$ cat config.mk
export PLATFORM = sky130hd
export DESIGN_NAME = multicycle_control
export DESIGN_NICKNAME = d
export VERILOG_FILES = /design/src/rtl/multicycle_control_pkg.sv /design/src/rtl/multicycle_control_wait_timer.sv /design/src/rtl/multicycle_control.sv
export SDC_FILE = /design/constraint.sdc
export NUM_CORES = 1
export LEC_CHECK = 0
export BUFFER_PORTS_ARGS = -buffer_cell sky130_fd_sc_hd__buf_2
export CORE_MARGIN = 4
export CORE_UTILIZATION = 35
export CTS_BUF_LIST = sky130_fd_sc_hd__clkbuf_16
export DETAILED_ROUTE_END_ITERATION = 8
export RECOVER_POWER = 50
export SYNTH_ARGS = -nofsm -noshare
export SYNTH_HDL_FRONTEND = slang
export SYNTH_SLANG_ARGS = --single-unit
$ cat constraint.sdc
create_clock -name clk -period 2.5 [get_ports clk]
set_clock_uncertainty 0.05 [all_clocks]
set_input_delay 0.375 -clock clk [delete_from_list [all_inputs] [get_ports clk]]
set_output_delay 0.375 -clock clk [all_outputs]
set_load 0.01 [all_outputs]
$ cat src/rtl/multicycle_control_pkg.sv
// Shared types and encodings for the multi-cycle MIPS control sequencer:
// sequencer states, supported opcodes and the ALU mux/operation codes.
package multicycle_control_pkg;

    typedef enum logic [3:0] {
        FETCH,
        DECODE,
        EXEC,
        ALU_WB,
        ADDR,
        MEM,
        LW_WB,
        BRANCH,
        HALT
    } state_t;

    localparam logic [5:0] OP_RTYPE = 6'b000000;
    localparam logic [5:0] OP_ADDIU = 6'b001001;
    localparam logic [5:0] OP_ORI   = 6'b001101;
    localparam logic [5:0] OP_LW    = 6'b100011;
    localparam logic [5:0] OP_SW    = 6'b101011;
    localparam logic [5:0] OP_BEQ   = 6'b000100;

    localparam logic [1:0] ALU_SUB   = 2'b00;
    localparam logic [1:0] ALU_ADD   = 2'b01;
    localparam logic [1:0] ALU_FUNCT = 2'b10;
    localparam logic [1:0] ALU_OR    = 2'b11;

    localparam logic [1:0] SRC_B_RT      = 2'b00;
    localparam logic [1:0] SRC_B_FOUR    = 2'b01;
    localparam logic [1:0] SRC_B_IMM     = 2'b10;
    localparam logic [1:0] SRC_B_IMM_SH2 = 2'b11;

    function automatic logic is_alu_class(input logic [5:0] op);
        return (op == OP_RTYPE) || (op == OP_ADDIU) || (op == OP_ORI);
    endfunction

    function automatic logic is_mem_class(input logic [5:0] op);
        return (op == OP_LW) || (op == OP_SW);
    endfunction

endpackage

$ cat src/rtl/multicycle_control_wait_timer.sv
// Memory wait counter: counts non-ready cycles of one request and flags
// when the last permitted wait cycle has been reached.
module mc_wait_timer #(
    parameter int TIMEOUT = 16
) (
    input  logic clk,
    input  logic rst_n,
    input  logic clear,
    input  logic enable,
    output logic expired
);

    localparam int CNT_W = $clog2(TIMEOUT);

    logic [CNT_W-1:0] count_reg;

    assign expired = (count_reg == CNT_W'(TIMEOUT - 1));

    // Saturates at the limit so a held enable can never wrap back to zero.
    always_ff @(posedge clk or negedge rst_n) begin
        if (!rst_n) begin
            count_reg <= '0;
        end else if (clear) begin
            count_reg <= '0;
        end else if (enable && !expired) begin
            count_reg <= count_reg + CNT_W'(1);
        end
    end

endmodule

$ cat src/rtl/multicycle_control.sv
// Multi-cycle MIPS control sequencer (R-type, addiu, ori, lw, sw; beq when
// MULTICYCLE_CONTROL_BRANCH_EN is defined) with memory timeout and retire count.
module multicycle_control
    import multicycle_control_pkg::*;
#(
    parameter int TIMEOUT = 16,
    parameter int RET_W   = 32
) (
    input  logic             clk,
    input  logic             rst_n,
    input  logic [5:0]       opcode,
    input  logic             zero,
    input  logic             mem_ready,
    output logic             pc_w,
    output logic             pc_w_cond,
    output logic             pc_src,
    output logic             iord,
    output logic             mem_r,
    output logic             mem_w,
    output logic             ir_w,
    output logic             reg_dst,
    output logic             reg_w,
    output logic             mem_to_reg,
    output logic             alu_src_a,
    output logic [1:0]       alu_src_b,
    output logic [1:0]       alu_op,
    output logic             illegal_op,
    output logic             timeout_err,
    output logic [RET_W-1:0] retired
);

    state_t           state_reg;
    state_t           state_next;
    logic             timeout_err_reg;
    logic [RET_W-1:0] retired_reg;
    logic             retire;
    logic             timeout_hit;
    logic             wait_expired;
    logic             timer_clear;
    logic             timer_en;

    // The zero flag is consumed by the datapath's (pc_w_cond & zero) gate.
    logic unused_zero;
    assign unused_zero = zero;

    // Any state change clears the wait count, so each FETCH/MEM entry starts at 0.
    assign timer_clear = (state_next != state_reg);
    assign timer_en    = ((state_reg == FETCH) || (state_reg == MEM)) && !mem_ready;

    mc_wait_timer #(
        .TIMEOUT (TIMEOUT)
    ) u_wait_timer (
        .clk     (clk),
        .rst_n   (rst_n),
        .clear   (timer_clear),
        .enable  (timer_en),
        .expired (wait_expired)
    );

    always_ff @(posedge clk or negedge rst_n) begin
        if (!rst_n) begin
            state_reg       <= FETCH;
            timeout_err_reg <= 1'b0;
            retired_reg     <= '0;
        end else begin
            state_reg <= state_next;
            if (timeout_hit) begin
                timeout_err_reg <= 1'b1;
            end
            if (retire) begin
                retired_reg <= retired_reg + RET_W'(1);
            end
        end
    end

    assign timeout_err = timeout_err_reg;
    assign retired     = retired_reg;

    always_comb begin
        state_next  = state_reg;
        retire      = 1'b0;
        timeout_hit = 1'b0;
        pc_w        = 1'b0;
        pc_w_cond   = 1'b0;
        pc_src      = 1'b0;
        iord        = 1'b0;
        mem_r       = 1'b0;
        mem_w       = 1'b0;
        ir_w        = 1'b0;
        reg_dst     = 1'b0;
        reg_w       = 1'b0;
        mem_to_reg  = 1'b0;
        alu_src_a   = 1'b0;
        alu_src_b   = SRC_B_RT;
        alu_op      = ALU_SUB;
        illegal_op  = 1'b0;

        case (state_reg)
            FETCH: begin
                mem_r     = 1'b1;
                alu_src_b = SRC_B_FOUR;
                alu_op    = ALU_ADD;
                // A completing transfer beats an expiring wait on the same cycle.
                if (mem_ready) begin
                    ir_w       = 1'b1;
                    pc_w       = 1'b1;
                    state_next = DECODE;
                end else if (wait_expired) begin
                    timeout_hit = 1'b1;
                    state_next  = HALT;
                end
            end
            DECODE: begin
                alu_src_b = SRC_B_IMM_SH2;
                alu_op    = ALU_ADD;
                if (is_alu_class(opcode)) begin
                    state_next = EXEC;
                end else if (is_mem_class(opcode)) begin
                    state_next = ADDR;
`ifdef MULTICYCLE_CONTROL_BRANCH_EN
                end else if (opcode == OP_BEQ) begin
                    state_next = BRANCH;
`endif
                end else begin
                    illegal_op = 1'b1;
                    state_next = FETCH;
                end
            end
            EXEC: begin
                alu_src_a = 1'b1;
                case (opcode)
                    OP_RTYPE: begin
                        alu_src_b = SRC_B_RT;
                        alu_op    = ALU_FUNCT;
                    end
                    OP_ORI: begin
                        alu_src_b = SRC_B_IMM;
                        alu_op    = ALU_OR;
                    end
                    default: begin
                        alu_src_b = SRC_B_IMM;
                        alu_op    = ALU_ADD;
                    end
                endcase
                state_next = ALU_WB;
            end
            ALU_WB: begin
                reg_w      = 1'b1;
                reg_dst    = (opcode == OP_RTYPE);
                retire     = 1'b1;
                state_next = FETCH;
            end
            ADDR: begin
                alu_src_a  = 1'b1;
                alu_src_b  = SRC_B_IMM;
                alu_op     = ALU_ADD;
                state_next = MEM;
            end
            MEM: begin
                iord  = 1'b1;
                mem_r = (opcode == OP_LW);
                mem_w = (opcode == OP_SW);
                if (mem_ready) begin
                    if (opcode == OP_LW) begin
                        state_next = LW_WB;
                    end else begin
                        retire     = (opcode == OP_SW);
                        state_next = FETCH;
                    end
                end else if (wait_expired) begin
                    timeout_hit = 1'b1;
                    state_next  = HALT;
                end
            end
            LW_WB: begin
                reg_w      = 1'b1;
                mem_to_reg = 1'b1;
                retire     = 1'b1;
                state_next = FETCH;
            end
`ifdef MULTICYCLE_CONTROL_BRANCH_EN
            BRANCH: begin
                alu_src_a  = 1'b1;
                alu_src_b  = SRC_B_RT;
                alu_op     = ALU_SUB;
                pc_w_cond  = 1'b1;
                pc_src     = 1'b1;
                retire     = 1'b1;
                state_next = FETCH;
            end
`endif
            HALT: begin
                state_next = HALT;
            end
            default: begin
                state_next = FETCH;
            end
        endcase

        // While reset is held nothing may reach the datapath or memory.
        if (!rst_n) begin
            retire      = 1'b0;
            timeout_hit = 1'b0;
            pc_w        = 1'b0;
            pc_w_cond   = 1'b0;
            pc_src      = 1'b0;
            iord        = 1'b0;
            mem_r       = 1'b0;
            mem_w       = 1'b0;
            ir_w        = 1'b0;
            reg_dst     = 1'b0;
            reg_w       = 1'b0;
            mem_to_reg  = 1'b0;
            alu_src_a   = 1'b0;
            alu_src_b   = SRC_B_RT;
            alu_op      = ALU_SUB;
            illegal_op  = 1'b0;
        end
    end

endmodule
==> summary.md, run 1 <==
| Metric | Value |
|---|---|
| Post-route ant nets | 0 |
| CTS Root Cell | clkbuf_16 |
| Max Fanout on Critical Path | 16 |
| Crit path kind | reg2out |
| Ant diodes | 0 |
| Share of post-route cells with drive strength above 1 | 17.0% |
| Worst R2R Setup Slack | 0.30 ns |
| I/O pins | 59 |
| Met1 WL | 2530 um |
| Crit-path max cell delay | 0.65 ns |
| Slowest library cell on the worst path | dfrtp_1 |
| WL final | 5270 um |
| Met2 wire len | 2480 um |
| CP cell instances | nor2b_1 > and3_1 > and3_1 > buf_2 |
| Power per Cell Area | 721 mW/mm^2 |
| Dpl hpwl | 3840 um |
| Post-DR vias/cell | 5.23 |
| HP Start | timeout_err |
| Flops & latches, synth | 41 |
| Initial Utilization | 35.9% |
| Final core occ | 43.8% |
| First-pass GRT wire length | 8810 um |
| Top post-synthesis cells by area | dfrtp_1 45%, xnor2_1 12%, and3_1 5.5%, nand4_1 4.4%, nand3_1 4.0% |
| CTS tree | built |
| Synth Area in Adders | 1.10% |
| Ys async rst share | 100% |
| Area of the core | 0.00631 mm^2 |
| Max_cap viols | 0 |
| Final Hold Fails | 0 |
| RSZ-0062 raised after global routing | false |
| Total GRT Usage | 14.2% |
| # nets final | 305 |
| DRT iter0 DRCs | 100 |
| WP data arrival | 1.85 ns |
| Die ar. | 0.00784 mm^2 |
| Setup crit end kind | output pin |
| Final GP Congestion | 0.802 |
| Final setup viols | 0 |
| Worst-Margin Slew | 0.932 ns |
| Number of I/O port buffers | 55 |
| Fillers | 642 |
| Worst EP required | 2.08 ns |
| Origin of the critical flop-to-flop path | state_reg[2] |
| Main combinational cell family by area after synthesis | simple AND/OR/NAND/NOR gates |
| Post-Synth Simple-Gate Area | 27.2% |
| Top-area cell type share of the netlist area | 45.2% |
| Worst skew pair latency | 0.28 ns |
| DRC | 0 |
| Peak VDD IR | 343 uV |
| Register area share after synthesis | 45.2% |
| Htree depth | 2 |
| Detailed Routing Iterations Pass 1 | 4 |
| Max-slew headroom | 37.9% |
| Post-Synth XOR/XNOR Area | 13.1% |
| Post-Place Cells | 362 |
| GRT overflow | 0 |
| Clock transition at path regs | 0.06 ns |
| Largest net degree at the start of global routing | 39 |
| Dominant synthesized flop cell | dfrtp_1 |
| Number of synthesized flops with an enable pin | 0 |
| Die W | 88.5 um |
| Compound-Gate Fraction of Synth Area | 8.99% |
| Initial antenna violation count | 0 |
| Fin crit share | 91.0% |
| Netlist cell types | 39 |
| Largest area contributor in the netlist | dfrtp_1 |
| Max FFs per register | 32 |
| DR WL met3 | 215 um |
| Leak | 1.29 nW |
| Hold Crit Class | reg2reg |
| Fmax | 440 MHz |
| Post-CTS Setup Inserts | 0 |
| Synthesized area per cell | 9.58 um^2 |
| Final min period | 2.27 ns |
| Hold Slack | 0.413 ns |
| Status | complete, no violations |
| Row cnt | 29 |
| Yosys warns | 0 |
| Most common cell after layout, fill and taps aside | dfrtp_1 |
| Worst Setup SP | state_reg[2] |
| DR top layer | met4 |
| Mux contribution to synthesized area | 0.496% |
| Most frequent cells in the layout | 41 x dfrtp_1, 31 x buf_2, 30 x xnor2_1, 24 x clkbuf_1, 20 x and3_1 |
| Vias in the first global route | 1854 |
| Syn Inst Count | 237 |
| P&R area growth vs syn | 21.9% |
| Crit start category | register |
| Bufs on Longest Clock Path | 2 |
| Fin Setup TNS | 0 ns |
| CTS Buf Count | 5 |
| Via Count | 1942 |
| Worst path most repeated cell | and3_1 |
| Syn Std Cell Area | 0.00227 mm^2 |
| Finished Layout Cells | 371 |
| CTS sink cnt | 41 |
| Avg WL per Cell | 14.2 um |
| Slew Limit Fails | 0 |
| DIE HEIGHT | 88.5 um |
==> critical path: cells and delay by family (launching register included) <==
| family | cells | cell delay, ns |
|---|---|---|
| buffers and inverters | 1 | 0.12 |
| DFF | 1 | 0.65 |
| and+or+nand+nor | 3 | 0.79 |
==> cell usage after synthesis, types with 3 or more instances <==
cell type and number:
a21oi_1 7, a31oi_1 4, and2_1 3, and3_1 20
buf_4 4, clkbuf_1 8, dfrtp_1 41, inv_1 4
nand2_1 12, nand3_1 18, nand4_1 16, nand4b_1 3
nor2_1 17, nor2b_1 7, nor3_1 7, o21ai_0 5
xnor2_1 30, xor2_1 4
==> repair_timing <==
item	in CTS	in global routing
hold buffers	1	0
setup endpoints to repair	0	4
hold endpoints to repair	3	0
resized for setup	0	1
==> area by class of cell <==
cell class	count	area, um^2	area share [%]
Clock inverter	3	37.5	1.36
Multi-Input combinational cell	179	1170	42.3
Sequential cell	41	1030	37.1
Clock buffer	5	125	4.52
Inverter	4	15.0	0.542
Tap cell	77	96.3	3.48
Timing Repair Buffer	62	298	10.8
==> final timing paths <==
check / cells past startpoint / to
worst max-delay path: 4 / mem_w
worst min-delay path: 1 / timeout_err
worst max register to register: 5 / retired[21]
worst min register to register: 1 / timeout_err
max in group asynchronous: 2 / retired[12]
min in group asynchronous: 2 / retired[0]
==> cells by family after synthesis <==
family	count (synthesis)
fa+ha+maj	2
xor+xnor	34
other cells	1
flops	41
simple gates	111
compound gates	29
mux	1
buf+inv	18
==> layer usage <==
| metal | global-route usage, % | up-vias |
|---|---|---|
| met3 | 3.07 | 5 |
| met1 | 19.9 | 947 |
| met4 | 3.71 | 0 |
| li1 | - | 958 |
| met2 | 22.4 | 32 |
| met5 | 0 | - |
==> per-stage QoR <==
step                total power [mW]  setup WS, ns  instance area (um^2)
floorplan                       1.12         0.580                  2270
global placement                1.30         0.234                  2620
detailed placement              1.30         0.208                  2620
CTS                             2.02         0.211                  2790
global route                    2.10        0.0919                  2770
finish                          1.99         0.225                  2770
==> report_power, final <==
group	switching [mW]	total, mW	internal (mW)
logic	0.301	0.499	0.198
clock network	0.247	0.711	0.464
registers	0.0691	0.785	0.716
Note: power is estimated with default switching activity, not from simulation.
==> run 2, diff against run 1 <==
- ABC_AREA: default -> 1
==> run 2 against run 1 <==
Cell count increased by 56%. Combinational power about the same. Register-to-register slack improved by 0.17 ns. Core utilization decreased by 1.9 points. First-iteration DRC count increased by 52%. Synthesized cell count increased by 76%. Critical endpoint is now ir_w. Final area increased by 17%. Non-clock buffer count decreased by 4. Flip-flop and latch count unchanged.
==> summary.md, run 2 <==
| Metric | Value |
|---|---|
| P&R area growth vs syn | 17.0% (was 21.9%) |
| DRT iter0 DRCs | 152 (was 100) |
| Synthesized area per cell | 6.61 um^2 (was 9.58 um^2) |
| Bufs on Longest Clock Path | 2 (unchanged) |
| Dpl hpwl | 5640 um (was 3840 um) |
| WL final | 7130 um (was 5270 um) |
| Final GP Congestion | 0.893 (was 0.802) |
| Hold Slack | 0.429 ns (was 0.413 ns) |
| Htree depth | 2 (unchanged) |
| Status | complete, no violations (unchanged) |
| DIE HEIGHT | 96.7 um (was 88.5 um) |
| Total GRT Usage | 15.6% (was 14.2%) |
| First-pass GRT wire length | 12200 um (was 8810 um) |
| Netlist cell types | 31 (was 39) |
| Placed Area | 0.00312 mm^2 (was 0.00262 mm^2) |
| Top-area cell type share of the netlist area | 37.2% (was 45.2%) |
| Most common cell after layout, fill and taps aside | nand2_1 (was dfrtp_1) |
| CTS sink cnt | 41 (unchanged) |
| Worst-Margin Slew | 0.821 ns (was 0.932 ns) |
| Syn Inst Count | 417 (was 237) |
| Clock transition at path regs | 0.06 ns (about the same) |
| Most frequent cells in the layout | 160 x nand2_1, 50 x nor2_1, 44 x inv_1, 41 x dfrtp_1, 32 x clkbuf_1 (was 41 x dfrtp_1, 31 x buf_2, 30 x xnor2_1, 24 x clkbuf_1, 20 x and3_1) |
| Peak VDD IR | 259 uV (was 343 uV) |
| CTS tree | built (unchanged) |
| Die W | 96.7 um (was 88.5 um) |
| Via Count | 2706 (was 1942) |
| Final min period | 2.25 ns (was 2.27 ns) |
| CTS Buf Count | 5 (unchanged) |
| Final setup viols | 0 (unchanged) |
| # nets final | 486 (was 305) |
| Row cnt | 32 (was 29) |
| Dominant synthesized flop cell | dfrtp_1 (unchanged) |
| Register area share after synthesis | 37.2% (was 45.2%) |
| Avg WL per Cell | 12.4 um (was 14.2 um) |
| Final core occ | 42.0% (was 43.8%) |
| Detailed Routing Iterations Pass 1 | 4 (unchanged) |
| Largest area contributor in the netlist | dfrtp_1 (unchanged) |
| Crit start category | primary input (was register) |
| Leak | 1.63 nW (was 1.29 nW) |
| Power, Total | 1.94 mW (was 1.99 mW) |
| Post-CTS Setup Inserts | 0 (unchanged) |
| Syn Std Cell Area | 0.00276 mm^2 (was 0.00227 mm^2) |
| Setup crit end kind | output pin (unchanged) |
| Max FFs per register | 32 (unchanged) |
| Fillers | 882 (was 642) |
| CTS Root Cell | clkbuf_16 (unchanged) |
| Most common cell in the netlist | nand2_1 (was dfrtp_1) |
| GRT overflow | 0 (unchanged) |
| RSZ-0062 raised after global routing | false (unchanged) |
| Flops & latches, synth | 41 (unchanged) |
| Fmax | 445 MHz (was 440 MHz) |
| Number of I/O port buffers | 55 (unchanged) |
| Final Hold Fails | 0 (unchanged) |
| Die ar. | 0.00936 mm^2 (was 0.00784 mm^2) |
| Post-DR vias/cell | 4.69 (was 5.23) |
| Largest net degree at the start of global routing | 33 (was 39) |
| Crit path kind | in2out (was reg2out) |
| Ys async rst share | 100% (unchanged) |
| Fin Setup TNS | 0 ns (unchanged) |
| Most frequent cells after synthesis | 160 x nand2_1, 50 x nor2_1, 44 x inv_1 (was 41 x dfrtp_1, 30 x xnor2_1, 20 x and3_1) |
| Area of the core | 0.00769 mm^2 (was 0.00631 mm^2) |
| Slew Limit Fails | 0 (unchanged) |
| Ant diodes | 0 (unchanged) |
| Fin crit share | 89.9% (was 91.0%) |
| Number of synthesized flops with an enable pin | 0 (unchanged) |
| WP data arrival | 1.82 ns (was 1.85 ns) |
| Initial Utilization | 35.9% (about the same) |
| Top post-synthesis cells by area | dfrtp_1 37%, nand2_1 22%, nor2_1 6.8%, inv_1 6.0%, nand3_1 4.9% (was dfrtp_1 45%, xnor2_1 12%, and3_1 5.5%, nand4_1 4.4%, nand3_1 4.0%) |
| Hold Crit Class | in2reg (was reg2reg) |
| Final Cell Area | 0.00323 mm^2 (was 0.00277 mm^2) |
| Max-slew headroom | 45.3% (was 37.9%) |
| FF/Latch Area | 0.00103 mm^2 (unchanged) |
| Worst EP required | 2.08 ns (about the same) |
| Share of post-route cells with drive strength above 1 | 8.63% (was 17.0%) |
| Initial antenna violation count | 0 (unchanged) |
| I/O pins | 59 (unchanged) |
| Max Fanout on Critical Path | 15 (was 16) |
| Power per Cell Area | 602 mW/mm^2 (was 721 mW/mm^2) |
| DRC | 0 (unchanged) |
| Yosys warns | 0 (unchanged) |
| Vias in the first global route | 2583 (was 1854) |
| Worst skew pair latency | 0.28 ns (about the same) |
| Post-route ant nets | 0 (unchanged) |
| Area of the multi-input gates | 0.00149 mm^2 (was 0.00117 mm^2) |
| Max_cap viols | 0 (unchanged) |
run 2: changes by cell type after synthesis, moves of 11 or more:
cell     previous run  this run
xor2_1              4        15
and3_1             20         2
inv_1               4        44
xnor2_1            30         5
nand2_1            12       160
nor2_1             17        50
nor3_1              7        21
nand4_1            16         5
run 2: logic make-up after synthesis:
group	share of synthesized area [%]
AO/OA/AOI/OAI	4.09
XOR/XNOR	6.95
adder cells (fa/ha/maj)	0.908
buffers and inverters	8.72
flip-flops	37.2
other	0.136
AND/OR/NAND/NOR	42.0
run 2: power by group:
group          switching [mW]  total (mW)  leakage (nW)  internal (mW)
Combinational           0.331       0.499          1.03          0.168
Sequential             0.0945       0.831         0.530          0.736
Clock                   0.250       0.611        0.0687          0.361
run 2: path summary, 6_finish.rpt:
check	start	endpoint	slack (ns)	cells after the start
hold / removal	mem_ready	state_reg[1]	0.43	4
hold reg to reg	timeout_err	timeout_err	0.43	1
max in group asynchronous	rst_n	retired[20]	0.89	3
setup / recovery	rst_n	ir_w	0.25	5
min in group asynchronous	rst_n	state_reg[1]	0.47	2
setup reg to reg	retired[0]	retired[30]	0.47	8
run 2: metrics by stage:
| step | cells | worst slack [ns] |
|---|---|---|
| final | 577 | 0.253 |
| after global routing | 577 | 0.0973 |
| after CTS | 577 | 0.0959 |
| after detailed placement | 568 | 0.396 |
| after global placement | 568 | 0.442 |
| after floorplan | 418 | 0.853 |
run 2: repair_timing:
item,4_1_cts,5_1_grt
hold buffers,1,0
endpoints found under the hold margin,9,0
setup endpoints to repair,0,2
resized for setup,0,1
run 2: cell type report:
class / instances / area share (%)
Tap cell: 102 / 3.96
Timing Repair Buffer: 58 / 8.07
Clock inverter: 3 / 0.388
Multi-Input combinational cell: 320 / 46.3
Clock buffer: 5 / 3.88
Sequential cell: 41 / 31.8
Inverter: 48 / 5.59
run 2: worst max-delay path: stages:
cell           delay (ns)
dlygate4sd3_1        0.53
clkbuf_4             0.26
inv_1                0.20
nor3_1               0.27
buf_2                0.18
run 2: metal layers:
layer  vias up  wire (um)  GRT usage (%)
met3         7        299           3.32
met4         0         67           3.35
met5         -          0              0
met2        45       3290           25.3
met1      1240       3480           21.5
li1       1414          -              -
==> run 3, diff against run 2 <==
- CORE_ASPECT_RATIO: default -> 0.8
- SYNTH_HIERARCHICAL: default -> 1
==> run 3 against run 2 <==
Sequential power decreased by 12%. Fmax increased by 1.2%. Die area increased by 7.8%. Worst setup slack improved by 0.026 ns. Flip-flop and latch count unchanged. Via count increased by 13%. Non-clock buffer count increased by 3. Combinational power decreased by 55%. Critical endpoint is now alu_op[0].
==> summary.md, run 3 <==
| Metric | Value |
|---|---|
| Most frequent cells after synthesis | 202 x nand2_1, 65 x nor2_1, 63 x nand3_1 (was 160 x nand2_1, 50 x nor2_1, 44 x inv_1) |
| # hold bufs at CTS | 0 (was 1) |
| CTS sink cnt | 41 (unchanged) |
| Fin Setup TNS | 0 ns (unchanged) |
| Setup crit end kind | output pin (unchanged) |
| Final setup viols | 0 (unchanged) |
| Clock transition at path regs | 0.06 ns (about the same) |
| Origin of the critical flop-to-flop path | state_reg[3] (was retired[0]) |
| Fmax | 450 MHz (was 445 MHz) |
| Power per Cell Area | 457 mW/mm^2 (was 602 mW/mm^2) |
| Slew Limit Fails | 0 (unchanged) |
| Htree depth | 2 (unchanged) |
| Max-slew headroom | 31.9% (was 45.3%) |
| Largest area contributor in the netlist | dfrtp_1 (unchanged) |
| Worst Reg-to-Reg Cells | 8 (unchanged) |
| DIE HEIGHT | 90.7 um (was 96.7 um) |
| Synthesized area per cell | 6.25 um^2 (was 6.61 um^2) |
| Syn Inst Count | 478 (was 417) |
| Final worst slack | 0.280 ns (was 0.253 ns) |
| # nets final | 546 (was 486) |
| CTS Root Cell | clkbuf_16 (unchanged) |
| Total GRT Usage | 17.4% (was 15.6%) |
| Register area share after synthesis | 34.3% (was 37.2%) |
| Largest net degree at the start of global routing | 34 (was 33) |
| Hold Crit Class | in2async (was in2reg) |
| Worst R2R Setup Slack | 0.53 ns (was 0.47 ns) |
| Dpl hpwl | 6470 um (was 5640 um) |
| CTS Buf Count | 5 (unchanged) |
| Initial Utilization | 36.8% (was 35.9%) |
| Max Fanout on Critical Path | 6 (was 15) |
| Yosys warns | 6 (was 0) |
| WL final | 8420 um (was 7130 um) |
| Ant diodes | 0 (unchanged) |
| Detailed Routing Iterations Pass 1 | 4 (unchanged) |
| Row cnt | 29 (was 32) |
| Avg WL per Cell | 13.1 um (was 12.4 um) |
| Die W | 111 um (was 96.7 um) |
| Critical R2R Capture | retired[19] (was retired[30]) |
| Worst EP required | 2.08 ns (about the same) |
| Fin crit share | 88.8% (was 89.9%) |
| Power, Total | 1.58 mW (was 1.94 mW) |
| Share of post-route cells with drive strength above 1 | 10.8% (was 8.63%) |
| Most frequent cells in the layout | 202 x nand2_1, 65 x nor2_1, 63 x nand3_1, 41 x dfrtp_1, 38 x inv_1 (was 160 x nand2_1, 50 x nor2_1, 44 x inv_1, 41 x dfrtp_1, 32 x clkbuf_1) |
| Finished Layout Cells | 643 (was 577) |
| Number of gates resized after cts | 0 (unchanged) |
| Netlist cell types | 29 (was 31) |
| Worst skew pair latency | 0.29 ns (was 0.28 ns) |
| Ys async rst share | 100% (unchanged) |
| Final Hold Fails | 0 (unchanged) |
| Crit path kind | reg2out (was in2out) |
| Top post-synthesis cells by area | dfrtp_1 34%, nand2_1 25%, nand3_1 11%, nor2_1 8.2%, inv_1 4.6% (was dfrtp_1 37%, nand2_1 22%, nor2_1 6.8%, inv_1 6.0%, nand3_1 4.9%) |
| Area of the core | 0.00813 mm^2 (was 0.00769 mm^2) |
| Most common cell after layout, fill and taps aside | nand2_1 (unchanged) |
| Post-Place Cells | 635 (was 568) |
| Number of I/O port buffers | 55 (unchanged) |
| Top-area cell type share of the netlist area | 34.3% (was 37.2%) |
| WP data arrival | 1.80 ns (was 1.82 ns) |
| Bufs on Longest Clock Path | 2 (unchanged) |
| Flops & latches, synth | 41 (unchanged) |
| Leak | 1.80 nW (was 1.63 nW) |
| Initial antenna violation count | 0 (unchanged) |
| Post-CTS Setup Inserts | 0 (unchanged) |
| Post-route ant nets | 0 (unchanged) |
| Die ar. | 0.0101 mm^2 (was 0.00936 mm^2) |
| DRC | 0 (unchanged) |
| Most common cell in the netlist | nand2_1 (unchanged) |
| Worst-Margin Slew | 1.02 ns (was 0.821 ns) |
| Syn Std Cell Area | 0.00299 mm^2 (was 0.00276 mm^2) |
| Crit start category | register (was primary input) |
| DRT iter0 DRCs | 266 (was 152) |
| First-pass GRT wire length | 14600 um (was 12200 um) |
| Hold Slack | 0.254 ns (was 0.429 ns) |
| Max FFs per register | 32 (unchanged) |
| Status | complete, no violations (unchanged) |
| Final GP Congestion | 0.904 (was 0.893) |
| Place WS | 0.525 ns (was 0.396 ns) |
| Peak VDD IR | 232 uV (was 259 uV) |
| Number of synthesized flops with an enable pin | 0 (unchanged) |
| Max_cap viols | 0 (unchanged) |
| P&R area growth vs syn | 15.6% (was 17.0%) |
| Vias in the first global route | 2990 (was 2583) |
| Via Count | 3064 (was 2706) |
| Post-DR vias/cell | 4.77 (was 4.69) |
| Dominant synthesized flop cell | dfrtp_1 (unchanged) |
| Final min period | 2.22 ns (was 2.25 ns) |
| CTS tree | built (unchanged) |
| GRT overflow | 0 (unchanged) |
| RSZ-0062 raised after global routing | false (unchanged) |
| I/O pins | 59 (unchanged) |
==> run 3: worst max-delay path by stage <==
stage,from,to,slack (ns),cells past startpoint
2_1_floorplan,state_reg[3],illegal_op,0.85,3
3_3_place_gp,opcode[4],retired[7],0.55,8
3_5_place_dp,opcode[4],retired[7],0.52,8
4_1_cts,state_reg[3],alu_op[0],0.30,6
5_1_grt,rst_n,alu_op[1],0.09,5
6_report,state_reg[3],alu_op[0],0.28,6
==> run 3: cell families (layout without fill, tap and decap cells) <==
group	count (synthesis)	count (layout)	synth area share, %
DFF	41	41	34.3
and+or+nand+nor	352	352	49.8
other	1	2	0.125
adders and majority gates	2	2	0.837
AOI/OAI and AO/OA	7	7	1.42
buffers and inverters	59	115	8.79
xor gates and xnor gates	16	16	4.69
==> run 3: final cells by class <==
class | instances | area (um^2)
Fill cell | 893 | 4670
Multi-Input combinational cell | 379 | 1700
Sequential cell | 41 | 1030
Timing Repair Buffer | 61 | 279
Inverter | 46 | 173
Tap cell | 108 | 135
Clock buffer | 5 | 125
Clock inverter | 3 | 13.8
==> run 3: through the flow <==
step	utilization (%)	cell area, um^2
4_1_cts	43.0	3500
5_1_grt	42.5	3460
3_3_place_gp	41.3	3360
6_report	42.5	3460
3_5_place_dp	41.3	3360
2_1_floorplan	-	2990
==> run 3: metal layers <==
layer	GRT usage, %	up-vias	part of all wire, %
met5	0	-	0
met4	3.55	0	0.88
met3	4.42	6	6.3
met2	25.5	82	40
met1	25.9	1370	53
li1	-	1606	-
==> run 3: worst max-delay path, stage by stage (launching register included) <==
cell,delay (ns)
dfrtp_1,0.43
nor2_2,0.25
inv_1,0.09
nor2_1,0.31
nand2_1,0.12
a41oi_1,0.15
buf_2,0.15
==> run 3: report_power, final <==
group	switching, mW	leakage (nW)	total [mW]	internal [mW]
registers	0.0403	0.566	0.730	0.690
logic	0.150	1.16	0.223	0.0730
clock network	0.264	0.0748	0.627	0.363
